==> src/rtl/nv_gated_res_arb.sv <==
// Round-robin arbiter for a shared, clock/power-gated resource: wakes the gate,
// waits a warm-up period, grants one requester at a time and drops the gate after idling.
module nv_gated_res_arb #(
  parameter int NUM_REQ   = 4,
  parameter int WARMUP    = 2,
  parameter int IDLE_HOLD = 8
) (
  input  logic               nvdla_core_clk,
  input  logic               nvdla_core_rstn,
  input  logic [NUM_REQ-1:0] req,
  input  logic [NUM_REQ-1:0] done,
  output logic [NUM_REQ-1:0] gnt,
  output logic               gate_en,
  output logic               busy
);

  localparam int PW = $clog2(NUM_REQ);
  localparam int WW = $clog2(WARMUP + 1);
  localparam int IW = $clog2(IDLE_HOLD + 1);

  typedef enum logic [1:0] {ST_OFF, ST_WARM, ST_ON, ST_GNT} state_t;

  state_t             state_reg, state_next;
  logic [WW-1:0]      warm_cnt_reg, warm_cnt_next;
  logic [IW-1:0]      idle_cnt_reg, idle_cnt_next;
  logic [PW-1:0]      ptr_reg, ptr_next;
  logic [NUM_REQ-1:0] gnt_reg, gnt_next;
  logic               gate_en_reg, gate_en_next;
  logic               busy_reg, busy_next;

  logic any_req, done_valid, warm_last, idle_expire;

  assign any_req     = |req;
  assign done_valid  = (state_reg == ST_GNT) && (|(done & gnt_reg));
  assign warm_last   = (warm_cnt_reg == WW'(1));
  assign idle_expire = (idle_cnt_reg == IW'(IDLE_HOLD - 1));

  // Rotate requests so the pointer sits at bit 0, isolate the lowest set bit, rotate back.
  logic [NUM_REQ-1:0] req_rot, lsb_rot, win_onehot;
  logic [PW:0]        rot_back;

  assign req_rot    = NUM_REQ'({req, req} >> ptr_reg);
  assign lsb_rot    = req_rot & (~req_rot + NUM_REQ'(1));
  assign rot_back   = (PW + 1)'(NUM_REQ) - {1'b0, ptr_reg};
  assign win_onehot = NUM_REQ'({lsb_rot, lsb_rot} >> rot_back);

  // Binary index of the current grant, used to advance the pointer past the winner.
  logic [PW-1:0] gnt_idx;

  genvar gi, gj;
  generate
    for (gj = 0; gj < PW; gj++) begin : g_enc
      logic [NUM_REQ-1:0] sel_mask;
      for (gi = 0; gi < NUM_REQ; gi++) begin : g_bit
        assign sel_mask[gi] = (((gi >> gj) & 1) != 0);
      end
      assign gnt_idx[gj] = |(gnt_reg & sel_mask);
    end
  endgenerate

  always_ff @(posedge nvdla_core_clk or negedge nvdla_core_rstn) begin
    if (!nvdla_core_rstn) begin
      state_reg    <= ST_OFF;
      warm_cnt_reg <= '0;
      idle_cnt_reg <= '0;
      ptr_reg      <= '0;
      gnt_reg      <= '0;
      gate_en_reg  <= 1'b0;
      busy_reg     <= 1'b0;
    end else begin
      state_reg    <= state_next;
      warm_cnt_reg <= warm_cnt_next;
      idle_cnt_reg <= idle_cnt_next;
      ptr_reg      <= ptr_next;
      gnt_reg      <= gnt_next;
      gate_en_reg  <= gate_en_next;
      busy_reg     <= busy_next;
    end
  end

  always_comb begin
    state_next = state_reg;
    case (state_reg)
      ST_OFF:  if (any_req) state_next = ST_WARM;
      ST_WARM: if (warm_last) state_next = any_req ? ST_GNT : ST_ON;
      // A request arriving in the expiry cycle wins over shutdown.
      ST_ON: begin
        if (any_req)          state_next = ST_GNT;
        else if (idle_expire) state_next = ST_OFF;
      end
      ST_GNT:  if (done_valid) state_next = ST_ON;
      default: state_next = ST_OFF;
    endcase
  end

  always_comb begin
    gate_en_next = (state_next != ST_OFF);
    busy_next    = (state_next != ST_OFF);

    gnt_next = '0;
    if (state_next == ST_GNT)
      gnt_next = (state_reg == ST_GNT) ? gnt_reg : win_onehot;

    warm_cnt_next = '0;
    if (state_reg == ST_OFF && any_req)
      warm_cnt_next = WW'(WARMUP);
    else if (state_reg == ST_WARM && !warm_last)
      warm_cnt_next = warm_cnt_reg - WW'(1);

    // Idle count restarts on ON entry and whenever a request leaves ON.
    idle_cnt_next = '0;
    if (state_reg == ST_ON && state_next == ST_ON)
      idle_cnt_next = idle_cnt_reg + IW'(1);

    ptr_next = ptr_reg;
    if (done_valid)
      ptr_next = (gnt_idx == PW'(NUM_REQ - 1)) ? '0 : gnt_idx + PW'(1);
  end

  assign gnt     = gnt_reg;
  assign gate_en = gate_en_reg;
  assign busy    = busy_reg;

endmodule

==> config.mk <==
export PLATFORM = sky130hd
export DESIGN_NAME = nv_gated_res_arb
export DESIGN_NICKNAME = d
export VERILOG_FILES = /design/src/rtl/nv_gated_res_arb.sv
export SDC_FILE = /design/constraint.sdc
export NUM_CORES = 1
export LEC_CHECK = 0
export BUFFER_PORTS_ARGS = -buffer_cell sky130_fd_sc_hd__buf_4
export CORE_MARGIN = 3
export CORE_UTILIZATION = 40
export DETAILED_ROUTE_END_ITERATION = 12
export SLEW_MARGIN = 20
export SYNTH_ARGS = -nofsm -noshare
export SYNTH_HDL_FRONTEND = slang
export SYNTH_SLANG_ARGS = --single-unit
==> constraint.sdc <==
create_clock -name nvdla_core_clk -period 4.6 [get_ports nvdla_core_clk]
set_input_delay 1.38 -clock nvdla_core_clk [delete_from_list [all_inputs] [get_ports nvdla_core_clk]]
set_output_delay 1.38 -clock nvdla_core_clk [all_outputs]
set_load 0.05 [all_outputs]
**Yosys cells after proc, flatten, opt, wreduce, memory -nomap -nowiden**

Index checks and enable logic that the tools add are counted.
Widths: inputs -> output; s select.

- Memory bits (read-only): 0
- Memories kept: 0
- Input port bits: 10
- Flip-flop bits (word level): 15
- Memory bits (writable): 0
- Word-level logic and storage cells: 49
- Bits in latches: 0

- Multiplexer cells: 13
- Shift operators: 2
- $add $sub $neg: 5
- $mul: 0
- Bitwise gates (word level): 3
- $lt $le $gt $ge: 0
- Equal/unequal tests: 9
- Div/mod/pow operators: 0
- Reduce and logical (&&, ||, !) cells: 11

Operators by type and width:

| kind | count |
|---|---|
| $mux 2 | 8 |
| $mux 4 | 3 |
| $eq 2x2->1 const B | 5 |
| $add 4x1->4 const B | 2 |
| $and 4x4->4 | 2 |
| $pmux 2 s4 | 1 |
| $reduce_or 4->1 | 2 |
| $shr 8x2->4 | 1 |
| $shr 8x3->4 | 1 |
| $eq 2x1->1 const B | 2 |
| $eq 4x3->1 const B | 1 |
| $logic_and 1x1->1 | 4 |
| $not 4->4 | 1 |
| $reduce_or 2->1 | 2 |
| $sub 3x2->3 const A | 1 |
| $add 2x1->2 const B | 1 |
| $logic_not 2->1 | 1 |
| $ne 2x2->1 const B | 1 |
| $reduce_bool 2->1 | 1 |
| $sub 2x1->2 const B | 1 |
| $logic_not 1->1 | 1 |
| $mux 1 | 1 |

**Longest topological paths before layout**

Gate-level depths: netlist of run 1.

- Depth after elaboration: 8
- Depth in mapped cells: 6

**Worst setup path before layout of run 1**

Ideal clock, no wire load.

- Path type: input -> register
- Start: in req[1]
- End: reg gnt_reg[2] (netlist: gnt[2])
- Arrival time: 2499 ps
- Buffers on the path: 0
- Stages on the path: 4
- Setup time: 80 ps
- Path slack: 2021 ps
- Cells stage by stage: or3b_1 a2111o_1 a211o_1 o211ai_2

- Longest elaborated chain between the ends: 7
- Elaborated cells between the ends (all ways): 15

RTL lines:

| item | RTL line | source |
|---|---|---|
| start: declaration | 10 | `input logic [NUM_REQ-1:0] req,` |
| $shr 8x2->4 | 42 | `assign req_rot = NUM_REQ'({req, req} >> ptr_reg);` |
| $not 4->4 | 43 | `assign lsb_rot = req_rot & (~req_rot + NUM_REQ'(1));` |
| $add 4x1->4 | 43 |  |
| $and 4x4->4 | 43 |  |
| $shr 8x3->4 | 45 | `assign win_onehot = NUM_REQ'({lsb_rot, lsb_rot} >> rot_back);` |
| $mux 4 | 102 | `gnt_next = (state_reg == ST_GNT) ? gnt_reg : win_onehot;` |
| $mux 4 | 101 | `if (state_next == ST_GNT)` |
| end signal: assignment | 75 | `gnt_reg <= gnt_next;` |
| end: declaration | 27 | `logic [NUM_REQ-1:0] gnt_reg, gnt_next;` |

Parallel ways exist; a longest one is shown, timed or not. The select of a mux whose other input is x is not followed.
A chain may end at the register's enable or synchronous reset.

**Worst setup path after layout of run 1**

Same ends and word-level chain as after synthesis.

==> results of run 1 <==
[layout by cell type (no fill, tap or decap), types with 3 or more instances in the layout]
cell / n
sky130_fd_sc_hd__nor2b_1: 3
sky130_fd_sc_hd__o21ai_0: 5
sky130_fd_sc_hd__nor2_1: 10
sky130_fd_sc_hd__nor3_1: 3
sky130_fd_sc_hd__clkbuf_4: 3
sky130_fd_sc_hd__dfrtp_1: 15
sky130_fd_sc_hd__nand2_1: 7
sky130_fd_sc_hd__nand3_1: 4
sky130_fd_sc_hd__a211o_1: 4
sky130_fd_sc_hd__inv_1: 6
sky130_fd_sc_hd__and3b_1: 3
sky130_fd_sc_hd__buf_4: 15
sky130_fd_sc_hd__ha_1: 3
[cell families after synthesis]
group	count (synthesis)	synth area share [%]
flops	15	41.7
xor+xnor	3	2.92
fa+ha+maj	3	4.17
buf+inv	8	3.75
compound gates	26	22.8
simple gates	41	24.7
[report_power, final]
part	total, uW	leakage (uW)	switching [uW]	internal [uW]
clock	80.1	0.0000139	47.0	33.0
sequential	203	0.000190	42.2	161
combinational	304	0.000275	182	122
total	587	0.000480	271	316
[worst max path at each step]
stage	startpoint	endpoint	slack (ps)	depth (start not counted)
6_report	req[1]	gnt[2]	2110	5
5_1_grt	req[1]	gnt[2]	2060	5
4_1_cts	req[1]	gnt[2]	2120	5
3_3_place_gp	req[1]	gnt[2]	1850	5
3_5_place_dp	req[1]	gnt[2]	1830	5
2_1_floorplan	req[1]	gnt[2]	2020	4
[routing by layer]
metal | wire (um) | vias to the layer above
met2 | 789 | 22
met3 | 91 | 2
met1 | 1000 | 358
met5 | 0 | -
li1 | - | 392
met4 | 10 | 0
[through the flow]
step | power [uW] | instance area (um2) | hold slack [ps] | setup WS [ps] | util [%]
floorplan | 423 | 901 | 416 | 2020 | -
global route | 630 | 1070 | 475 | 2060 | 52.2
finish | 587 | 1070 | 453 | 2110 | 52.2
global placement | 505 | 1040 | 435 | 1850 | 50.7
CTS | 590 | 1070 | 452 | 2120 | 52.2
detailed placement | 508 | 1040 | 436 | 1830 | 50.7
[cell type report]
type                       instances  share of cell area [%]
clock buffer                       3                    2.11
clock inverter                     1                   0.704
inverter                           6                    2.11
multi-input combinational         73                    46.1
sequential                        15                    35.2
tap                               27                    3.17
timing repair buffer              15                    10.6
==> summary.md, run 1 <==
| Metric | Value |
|---|---|
| Number of flops mapped to enable cells by yosys | `0` |
| Power per cell area | `551 nW/um2` |
| Largest net degree at the start of global routing | `16` |
| Worst-case vdd ir drop | `0.259 mV` |
| Crit-path leading delay family | `compound AO/OA/AOI/OAI gates` |
| Count leader, synth | `sky130_fd_sc_hd__dfrtp_1` |
| Total GRT Usage | `14.7%` |
| Remaining number of nets flagged by the antenna check after routing | `0` |
| Start point of the worst hold path | `warm_cnt_reg[0]` |
| Floorplan die width | `53.5 um` |
| Die Area | `about 2900 um2` |
| Ports | `16` |
| Ratio of cells with drive above 1 in the final layout | `between 15 and 20%` |
| Post-synthesis area per instance | `9.38 um2` |
| Layout-stage area growth over the synthesis result | `18.3%` |
| Ratio of final minimum period to clock period | `a little over half` |
| Final hold violation count | `0` |
| Number of vias per cell after detailed routing | `5.53` |
| Max cap viols | `0` |
| Synth top cells by count | `15 x sky130_fd_sc_hd__dfrtp_1, 10 x sky130_fd_sc_hd__nor2_1, 7 x sky130_fd_sc_hd__nand2_1` |
| CP Data Arrival Time | `2700 ps` |
| CTS root buf | `sky130_fd_sc_hd__clkbuf_4` |
| Placed wire-length estimate | `about 1400 um` |
| Number of hold-repair buffers added at the cts stage | `0` |
| Final setup fails | `0` |
| Total Nets Final | `127` |
| Syn_nets | `about 110` |
| Time the worst path needs with I/O delays and setup | `2490 ps` |
| Fraction of post-synthesis cell area in the top cell type by area | `41.7%` |
| Max Buffers Root-to-Sink | `2` |
| Filler Cells Inserted | `204` |
| Initial core utilization | `between 40 and 50%` |
| Die outline height | `about 53 um` |
| Stage delay of the slowest cell on the critical path | `400 ps` |
| Setup CP Type | `in2reg` |
| Number of diodes | `0` |
| H-tree levels | `1` |
| Source of the worst register-to-register timing path | `ptr_reg[1]` |
| Final Wtd Congestion | `0.799` |
| Total number of clock tree sinks | `15` |
| Cell count of the worst hold path | `1` |
| Initial antenna violation count | `0` |
| Status | `complete, no violations` |
| Buffer and inverter count on the worst path | `1` |
| Worst path slowest cell | `sky130_fd_sc_hd__or3b_1` |
| Unrepaired setup endpoints after global routing | `false` |
| Clock buffers created by TritonCTS | `3` |
| Via Count | `774` |
| Setup slack of the worst register-to-register path | `around 2900 ps` |
| Worst Tran Pin Value | `668 ps` |
| Post-synthesis sequential element count | `15` |
| Number of unique standard cell types used by synthesis | `35` |
| Finished Layout Cells | `140` |
| Cell type with the highest aggregate area in the netlist | `sky130_fd_sc_hd__dfrtp_1` |
| Data required time of the critical path | `4810 ps` |
| Met3 Track Usage GR | `2.54%` |
| Clock latency on the worst-skew pair | `290 ps` |
| Number of post-CTS setup repair buffers | `0` |
| Highest Clock Rate | `roughly 0.40 GHz` |
| Reg-to-reg endpoint | `gnt[2]` |
| Number of warnings reported in the yosys synthesis log | `0` |
| Number of cell instances on the worst register-to-register path | `4` |
| Min-Delay Path Class | `reg2reg` |
| Routed wire length | `~1900 um` |
| Critical Path Source Type | `primary input` |
| Cell Rows | `16` |
| Endpoint type of the worst setup path | `flip-flop` |
| Busiest metal layer after global routing | `met2` |
| Hold Path End | `warm_cnt_reg[0]` |
| Multi-input combinational cell area | `492 um2` |
| Top cells by area in the synthesized netlist | `sky130_fd_sc_hd__dfrtp_1 42%, sky130_fd_sc_hd__ha_1 4.2%, sky130_fd_sc_hd__nor2_1 4.2%` |
| Met2 demand-to-capacity share in global routing | `approximately 23%` |
| Core Box Area | `2040 um2` |
| Remaining Overflow, GRT | `0` |
| Number of gates resized after CTS | `0` |
| Standby leakage power | `approximately 0.00048 uW` |
| Post-synthesis async set-or-reset flop share | `100%` |
| Max-Slew Margin vs Limit | `55.0%` |
| TritonCTS clock tree | `built` |
| Average wire per cell in the routed design | `~14 um` |
| Number of global-route vias before repair | `683` |
| TritonRoute pass-1 iters | `4` |
| Crit Path Max Fanout | `8` |
| Inst Count DP | `136` |
| FF+latch area | `roughly 380 um2` |
| Port bufs | `15` |
| Met1 routing resource usage after global routing | `20.3%` |
| DRC Markers | `0` |
| Final number of max-transition violations | `0` |
| Post-synthesis cell area | `around 900 um2` |
| Gate Count Post-Synth | `96` |
| Iter 0 DRT Violations | `9` |
| Critical path cell sequence | `buf_4 > or3b_1 > a2111o_1 > a211o_1 > o211ai_2` |
| Most frequently used flop master after synthesis | `sky130_fd_sc_hd__dfrtp_1` |
| Clock input transition at the sequential cells of the worst setup and hold paths | `~100 ps` |
| Skew final | `7.83 ps` |
| Fin Setup TNS | `0 ps` |
| Global-route wire length before repair | `3090 um` |
| Proportion of synthesized chip area in sequential cells | `41.7%` |
(Power assumes the default switching activity.)
==> inputs of run 2 (changes only) <==
==> constraint.sdc (replaced) <==
create_clock -name nvdla_core_clk -period 2.5 [get_ports nvdla_core_clk]
set_input_delay 0.75 -clock nvdla_core_clk [delete_from_list [all_inputs] [get_ports nvdla_core_clk]]
set_output_delay 0.75 -clock nvdla_core_clk [all_outputs]
set_load 0.05 [all_outputs]
==> summary.md, run 2 (synthesis gave the netlist of run 1 again) <==
| Metric | Value |
|---|---|
| Unrepaired setup endpoints after global routing | `false` |
| Number of cell instances on the worst register-to-register path | `4` |
| TritonRoute pass-1 iters | `6` |
| Die outline height | `53.5 um` |
| Ports | `16` |
| Floorplan die width | `53.5 um` |
| Crit Path Max Fanout | `8` |
| Min-Delay Path Class | `in2async` |
| Number of hold-repair buffers added at the cts stage | `0` |
| Endpoint type of the worst setup path | `flip-flop` |
| Skew final | `3.35 ps` |
| Combinational Power Share | `52.0%` |
| Global-route wire length before repair | `3390 um` |
| Routed wire length | `1930 um` |
| Pre-CTS setup slack | `roughly 370 ps` |
| Max-Slew Margin vs Limit | `70.0%` |
| Cell Rows | `16` |
| Total number of clock tree sinks | `15` |
| Proportion of power drawn by flip-flops and latches | `34.5%` |
| Final setup fails | `0` |
| Layout-stage area growth over the synthesis result | `18.9%` |
| FF+latch area | `roughly 380 um2` |
| Clock latency on the worst-skew pair | `290 ps` |
| Placed wire-length estimate | `1460 um` |
| Multi-input combinational cell area | `492 um2` |
| Total GRT Usage | `16.0%` |
| Data required time of the critical path | `between 2000 and 3000 ps` |
| Iter 0 DRT Violations | `17` |
| Worst Tran Pin Value | `approximately 450 ps` |
| Via Count | `785` |
| Filler Cells Inserted | `roughly 210` |
| Total non-filler cell area in the finished layout | `1070 um2` |
| Net load switching power | `497 uW` |
| Clock buffers created by TritonCTS | `3` |
| Cell Int Power | `roughly 580 uW` |
| Number of diodes | `0` |
| Initial core utilization | `44.1%` |
| Status | `complete, no violations` |
| Final number of max-transition violations | `0` |
| Most common cell after layout, fill and taps aside | `sky130_fd_sc_hd__buf_4` |
| Max Buffers Root-to-Sink | `2` |
| H-tree levels | `1` |
| Remaining number of nets flagged by the antenna check after routing | `0` |
| Final Wtd Congestion | `0.810` |
| Worst-case vdd ir drop | `0.517 mV` |
| Core Box Area | `between 2000 and 2500 um2` |
| Placed instance area | `1040 um2` |
| DRC Markers | `0` |
| Critical Path Source Type | `primary input` |
| Power after layout | `1080 uW` |
| Standby leakage power | `just under 0.0005 uW` |
| Proportion of power drawn by the clock network | `13.5%` |
| TritonCTS clock tree | `built` |
| Time the worst path needs with I/O delays and setup | `1840 ps` |
| Clock input transition at the sequential cells of the worst setup and hold paths | `100 ps` |
| CP Data Arrival Time | `2060 ps` |
| Setup slack of the worst register-to-register path | `770 ps` |
| Power per cell area | `a little over 1000 nW/um2` |
| Highest Clock Rate | `0.544 GHz` |
| Number of global-route vias before repair | `roughly 750` |
| Ratio of cells with drive above 1 in the final layout | `19.3%` |
| Ratio of final minimum period to clock period | `around three quarters` |
| Switching share of total power | `46.1%` |
| Port bufs | `15` |
| Average wire per cell in the routed design | `13.7 um` |
| Number of gates resized after CTS | `0` |
| Initial antenna violation count | `0` |
| Die Area | `2860 um2` |
| CTS root buf | `sky130_fd_sc_hd__clkbuf_4` |
| Largest net degree at the start of global routing | `16` |
| Number of post-CTS setup repair buffers | `0` |
| Setup CP Type | `in2reg` |
| Total Nets Final | `128` |
| Max cap viols | `0` |
| Remaining Overflow, GRT | `0` |
| Final worst-path setup slack | `662 ps` |
| Reg-to-reg endpoint | `gnt[2]` |
| Fin Setup TNS | `0 ps` |
| Final hold violation count | `0` |
| Source of the worst register-to-register timing path | `ptr_reg[1]` |
| Number of vias per cell after detailed routing | `around 5.6` |
| Highest-count cells in the layout ignoring fill and taps | `16 x sky130_fd_sc_hd__buf_4, 15 x sky130_fd_sc_hd__dfrtp_1, 10 x sky130_fd_sc_hd__nor2_1` |
-- run 2: worst max-delay path by stage --
stage / from / end / slack [ps]
4_1_cts: req[1] / gnt[2] / 660
5_1_grt: req[1] / gnt[2] / 620
3_3_place_gp: req[1] / gnt[2] / 380
2_1_floorplan: req[1] / gnt[2] / 550
3_5_place_dp: req[1] / gnt[2] / 370
6_report: req[1] / gnt[2] / 660
-- run 2: per-stage QoR --
| step | instances | hold slack (ps) | utilization (%) |
|---|---|---|---|
| 6_report | 141 | 295 | 52.5 |
| 5_1_grt | 141 | 285 | 52.5 |
| 4_1_cts | 141 | 293 | 52.5 |
| 3_5_place_dp | 137 | 442 | 51.1 |
| 3_3_place_gp | 137 | 435 | 51.1 |
| 2_1_floorplan | 96 | 416 | - |
-- run 2: cell type report --
cell class / instances / share of cell area, %
repair buffers: 16 / 11.2
well taps: 27 / 3.15
clock inverters: 1 / 0.467
multi-input cells: 73 / 45.9
clock buffers: 3 / 2.10
inverters: 6 / 2.10
flip-flops and latches: 15 / 35.0
-- run 2: per-layer routing --
metal | up-vias | GRT usage (%) | part of all wire [%] | wire [um]
met4 | 0 | 5.11 | 0.88 | 17
met1 | 366 | 23.1 | 52 | 1010
met3 | 2 | 3.38 | 5.0 | 96
met5 | - | 0 | 0 | 0
met2 | 22 | 23.5 | 42 | 810
li1 | 395 | - | - | -
-- run 2: power by group through the flow --
stage	registers [uW]	logic [uW]	clock network, uW
2_1_floorplan	448	330	0
3_3_place_gp	374	556	0
3_5_place_dp	376	561	0
4_1_cts	370	564	151
5_1_grt	378	626	163
6_report	372	560	145
-- run 2: critical path, stage by stage --
cell and delay (ps):
sky130_fd_sc_hd__buf_4 140, sky130_fd_sc_hd__or3b_1 400, sky130_fd_sc_hd__a2111o_1 400, sky130_fd_sc_hd__a211o_1 310, sky130_fd_sc_hd__o211ai_2 70
==> inputs of run 3 (changes only) <==
--- a/config.mk
+++ b/config.mk
@@ -5,6 +5,7 @@
 export SDC_FILE = /design/constraint.sdc
 export NUM_CORES = 1
 export LEC_CHECK = 0
+export ABC_AREA = 1
 export BUFFER_PORTS_ARGS = -buffer_cell sky130_fd_sc_hd__buf_4
 export CORE_MARGIN = 3
 export CORE_UTILIZATION = 40
==> constraint.sdc (replaced) <==
create_clock -name nvdla_core_clk -period 1.7 [get_ports nvdla_core_clk]
set_input_delay 0.51 -clock nvdla_core_clk [delete_from_list [all_inputs] [get_ports nvdla_core_clk]]
set_output_delay 0.51 -clock nvdla_core_clk [all_outputs]
set_load 0.05 [all_outputs]
==> summary.md, run 3 <==
| Metric | Value |
|---|---|
| Status | `complete, no violations` |
| Power per cell area | `approximately 1600 nW/um2` |
| DRC Markers | `0` |
| Critical path cell sequence | `inv_2 > nand2_1 > nand3_2 > nand2_2 > nand3_1 > nand2_1 > nand3_1 > nand2_1 > nand3_1 > nand2_1` |
| Worst Tran Pin Value | `295 ps` |
| Cell Rows | `18` |
| Highest Clock Rate | `0.658 GHz` |
| H-tree levels | `1` |
| Clock input transition at the sequential cells of the worst setup and hold paths | `around 90 ps` |
| Proportion of synthesized chip area in sequential cells | `a little over a third` |
| Final Wtd Congestion | `0.870` |
| Remaining number of nets flagged by the antenna check after routing | `0` |
| Fraction of post-synthesis cell area in the top cell type by area | `35.2%` |
| Count leader, synth | `sky130_fd_sc_hd__nand2_1` |
| Number of flops mapped to enable cells by yosys | `0` |
| Data required time of the critical path | `approximately 1900 ps` |
| Total Nets Final | `~170` |
| Global-route wire length before repair | `3690 um` |
| Floorplan die width | `57.6 um` |
| Core Box Area | `2500 um2` |
| Cell type with the highest aggregate area in the netlist | `sky130_fd_sc_hd__dfrtp_1` |
| Synth top cells by count | `46 x sky130_fd_sc_hd__nand2_1, 19 x sky130_fd_sc_hd__nand3_1, 15 x sky130_fd_sc_hd__dfrtp_1` |
| Gate Count Post-Synth | `142` |
| Highest-count cells in the layout ignoring fill and taps | `46 x sky130_fd_sc_hd__nand2_1, 19 x sky130_fd_sc_hd__nand3_1, 16 x sky130_fd_sc_hd__buf_4` |
| Pre-CTS setup slack | `126 ps` |
| Clock latency on the worst-skew pair | `280 ps` |
| Time the worst path needs with I/O delays and setup | `about 1500 ps` |
| Ports | `16` |
| Final setup fails | `0` |
| Number of global-route vias before repair | `877` |
| Number of post-CTS setup repair buffers | `0` |
| Worst path slowest cell | `sky130_fd_sc_hd__dfrtp_2` |
| Share of the core filled with cells | `between 40% and 50%` |
| Net load switching power | `between 1000 and 1500 uW` |
| Largest net degree at the start of global routing | `16` |
| Proportion of power drawn by the clock network | `between 10% and 20%` |
| Initial antenna violation count | `0` |
| Min-Delay Path Class | `in2async` |
| TritonRoute pass-1 iters | `6` |
| Ratio of cells with drive above 1 in the final layout | `35.0%` |
| Hold WS | `roughly 67 ps` |
| Number of hold-repair buffers added at the cts stage | `0` |
| Syn_nets | `155` |
| Clock buffers created by TritonCTS | `3` |
| Standby leakage power | `between 0.0006 and 0.0007 uW` |
| Routed wire length | `2150 um` |
| Endpoint type of the worst setup path | `flip-flop` |
| Number of vias per cell after detailed routing | `5.01` |
| Number of gates resized after CTS | `0` |
| Wl on met1 | `950 um` |
| Top layer in use | `met4` |
| Average wire per cell in the routed design | `11.3 um` |
| Combinational Power Share | `62.3%` |
| Critical Path Source Type | `flip-flop` |
| Max Buffers Root-to-Sink | `2` |
| Layout-stage area growth over the synthesis result | `15.7%` |
| Remaining Overflow, GRT | `0` |
| Post-synthesis area per instance | `around 7.5 um2` |
| Max cap viols | `0` |
| Initial core utilization | `42.6%` |
| Final number of max-transition violations | `0` |
| Final worst-path setup slack | `about 180 ps` |
| Die Area | `3320 um2` |
| Via Count | `952` |
| Final hold violation count | `0` |
| Filler Cells Inserted | `between 200 and 300` |
| Stage delay of the slowest cell on the critical path | `between 400 and 500 ps` |
| Max-Slew Margin vs Limit | `80.2%` |
| Switching share of total power | `52.3%` |
| DR WL met3 | `~86 um` |
| Most frequently used flop master after synthesis | `sky130_fd_sc_hd__dfrtp_1` |
| Number of warnings reported in the yosys synthesis log | `0` |
| TritonCTS clock tree | `built` |
| Skew final | `1.54 ps` |
| Iter 0 DRT Violations | `56` |
| Setup CP Type | `reg2reg` |
| CP Data Arrival Time | `1690 ps` |
| Post-synthesis cell area | `1070 um2` |
| Top cell by count, worst path | `sky130_fd_sc_hd__nand2_1` |
| Unrepaired setup endpoints after global routing | `false` |
| Crit Path Max Fanout | `10` |
| Number of unique standard cell types used by synthesis | `26` |
| Die outline height | `57.6 um` |
| Cell Int Power | `951 uW` |
| Total number of clock tree sinks | `15` |
| Most common cell after layout, fill and taps aside | `sky130_fd_sc_hd__nand2_1` |
| Fin Setup TNS | `0 ps` |
| Placed wire-length estimate | `1740 um` |
| Worst-case vdd ir drop | `between 0.9 and 1 mV` |
| DR WL met2 | `between 1000 and 1500 um` |
| Number of diodes | `0` |
| Port bufs | `15` |
| CTS root buf | `sky130_fd_sc_hd__clkbuf_4` |
| Post-synthesis async set-or-reset flop share | `100%` |
| Post-synthesis sequential element count | `15` |
| Top cells by area in the synthesized netlist | `sky130_fd_sc_hd__dfrtp_1 35%, sky130_fd_sc_hd__nand2_1 16%, sky130_fd_sc_hd__nand3_1 8.9%` |
| Total GRT Usage | `14.0%` |
| Proportion of power drawn by flip-flops and latches | `27.7%` |
| Ratio of final minimum period to clock period | `89.3%` |
-- run 3: cell count changes after synthesis, moves of 4 or more --
cell / change
sky130_fd_sc_hd__a211o_1: -4
sky130_fd_sc_hd__inv_2: +6
sky130_fd_sc_hd__nand2_1: +39
sky130_fd_sc_hd__nand2_2: +8
sky130_fd_sc_hd__nand3_1: +15
sky130_fd_sc_hd__nor2_1: -5
sky130_fd_sc_hd__nor2_2: +7
sky130_fd_sc_hd__o21ai_0: -5
-- run 3: routing by layer --
layer | vias up | track usage (%)
met5 | - | 0
met4 | 0 | 5.63
met3 | 2 | 1.56
met2 | 13 | 24.2
met1 | 444 | 17.9
li1 | 493 | -
-- run 3: power by group through the flow --
stage,Combinational [uW],Sequential [uW],Clock (uW)
after floorplan,925,614,0
after global placement,1210,555,0
after detailed placement,1240,558,0
after CTS,1240,551,208
after global routing,1410,568,223
final,1240,553,200
-- run 3: cell families after synthesis --
logic type / count (synthesis) / synth area share, %
buffers and inverters: 16 / 6.81
AND/OR/NAND/NOR: 99 / 47.8
flip-flops: 15 / 35.2
AO/OA/AOI/OAI: 7 / 5.05
adder cells (fa/ha/maj): 3 / 3.52
XOR/XNOR: 2 / 1.64
-- run 3: final timing paths --
| check | endpoint | startpoint | depth (start not counted) | slack, ps |
|---|---|---|---|---|
| worst min-delay path | gnt[0] | nvdla_core_rstn | 1 | 70 |
| worst min register to register | warm_cnt_reg[0] | warm_cnt_reg[0] | 1 | 430 |
| worst max register to register | gnt[3] | ptr_reg[0] | 10 | 180 |
| worst max-delay path | gnt[3] | ptr_reg[0] | 10 | 180 |
| max in group asynchronous | ptr_reg[0] | nvdla_core_rstn | 1 | 1450 |
| min in group nvdla_core_clk | warm_cnt_reg[0] | warm_cnt_reg[0] | 1 | 430 |
-- run 3: cell type report --
| class | count | area [um2] | share of cell area, % |
|---|---|---|---|
| well taps | 30 | 37.5 | 3.04 |
| clock inverters | 1 | 5.00 | 0.406 |
| clock buffers | 3 | 22.5 | 1.83 |
| inverters | 14 | 53.8 | 4.36 |
| repair buffers | 16 | 120 | 9.74 |
| flip-flops and latches | 15 | 377 | 30.5 |
| multi-input cells | 111 | 618 | 50.1 |
-- run 3: metrics by stage --
step | instances | area (um2) | power [uW]
final | 190 | 1230 | 1990
after detailed placement | 186 | 1200 | 1790
after CTS | 190 | 1230 | 2000
after global placement | 186 | 1200 | 1760
after floorplan | 142 | 1070 | 1540
after global routing | 190 | 1230 | 2200
-- run 3: critical path: cells and delay by family, from the launching register on --
kind / cells / cell delay, ps
AND/OR/NAND/NOR: 9 / 780
buffers and inverters: 1 / 160
flip-flops: 1 / 460
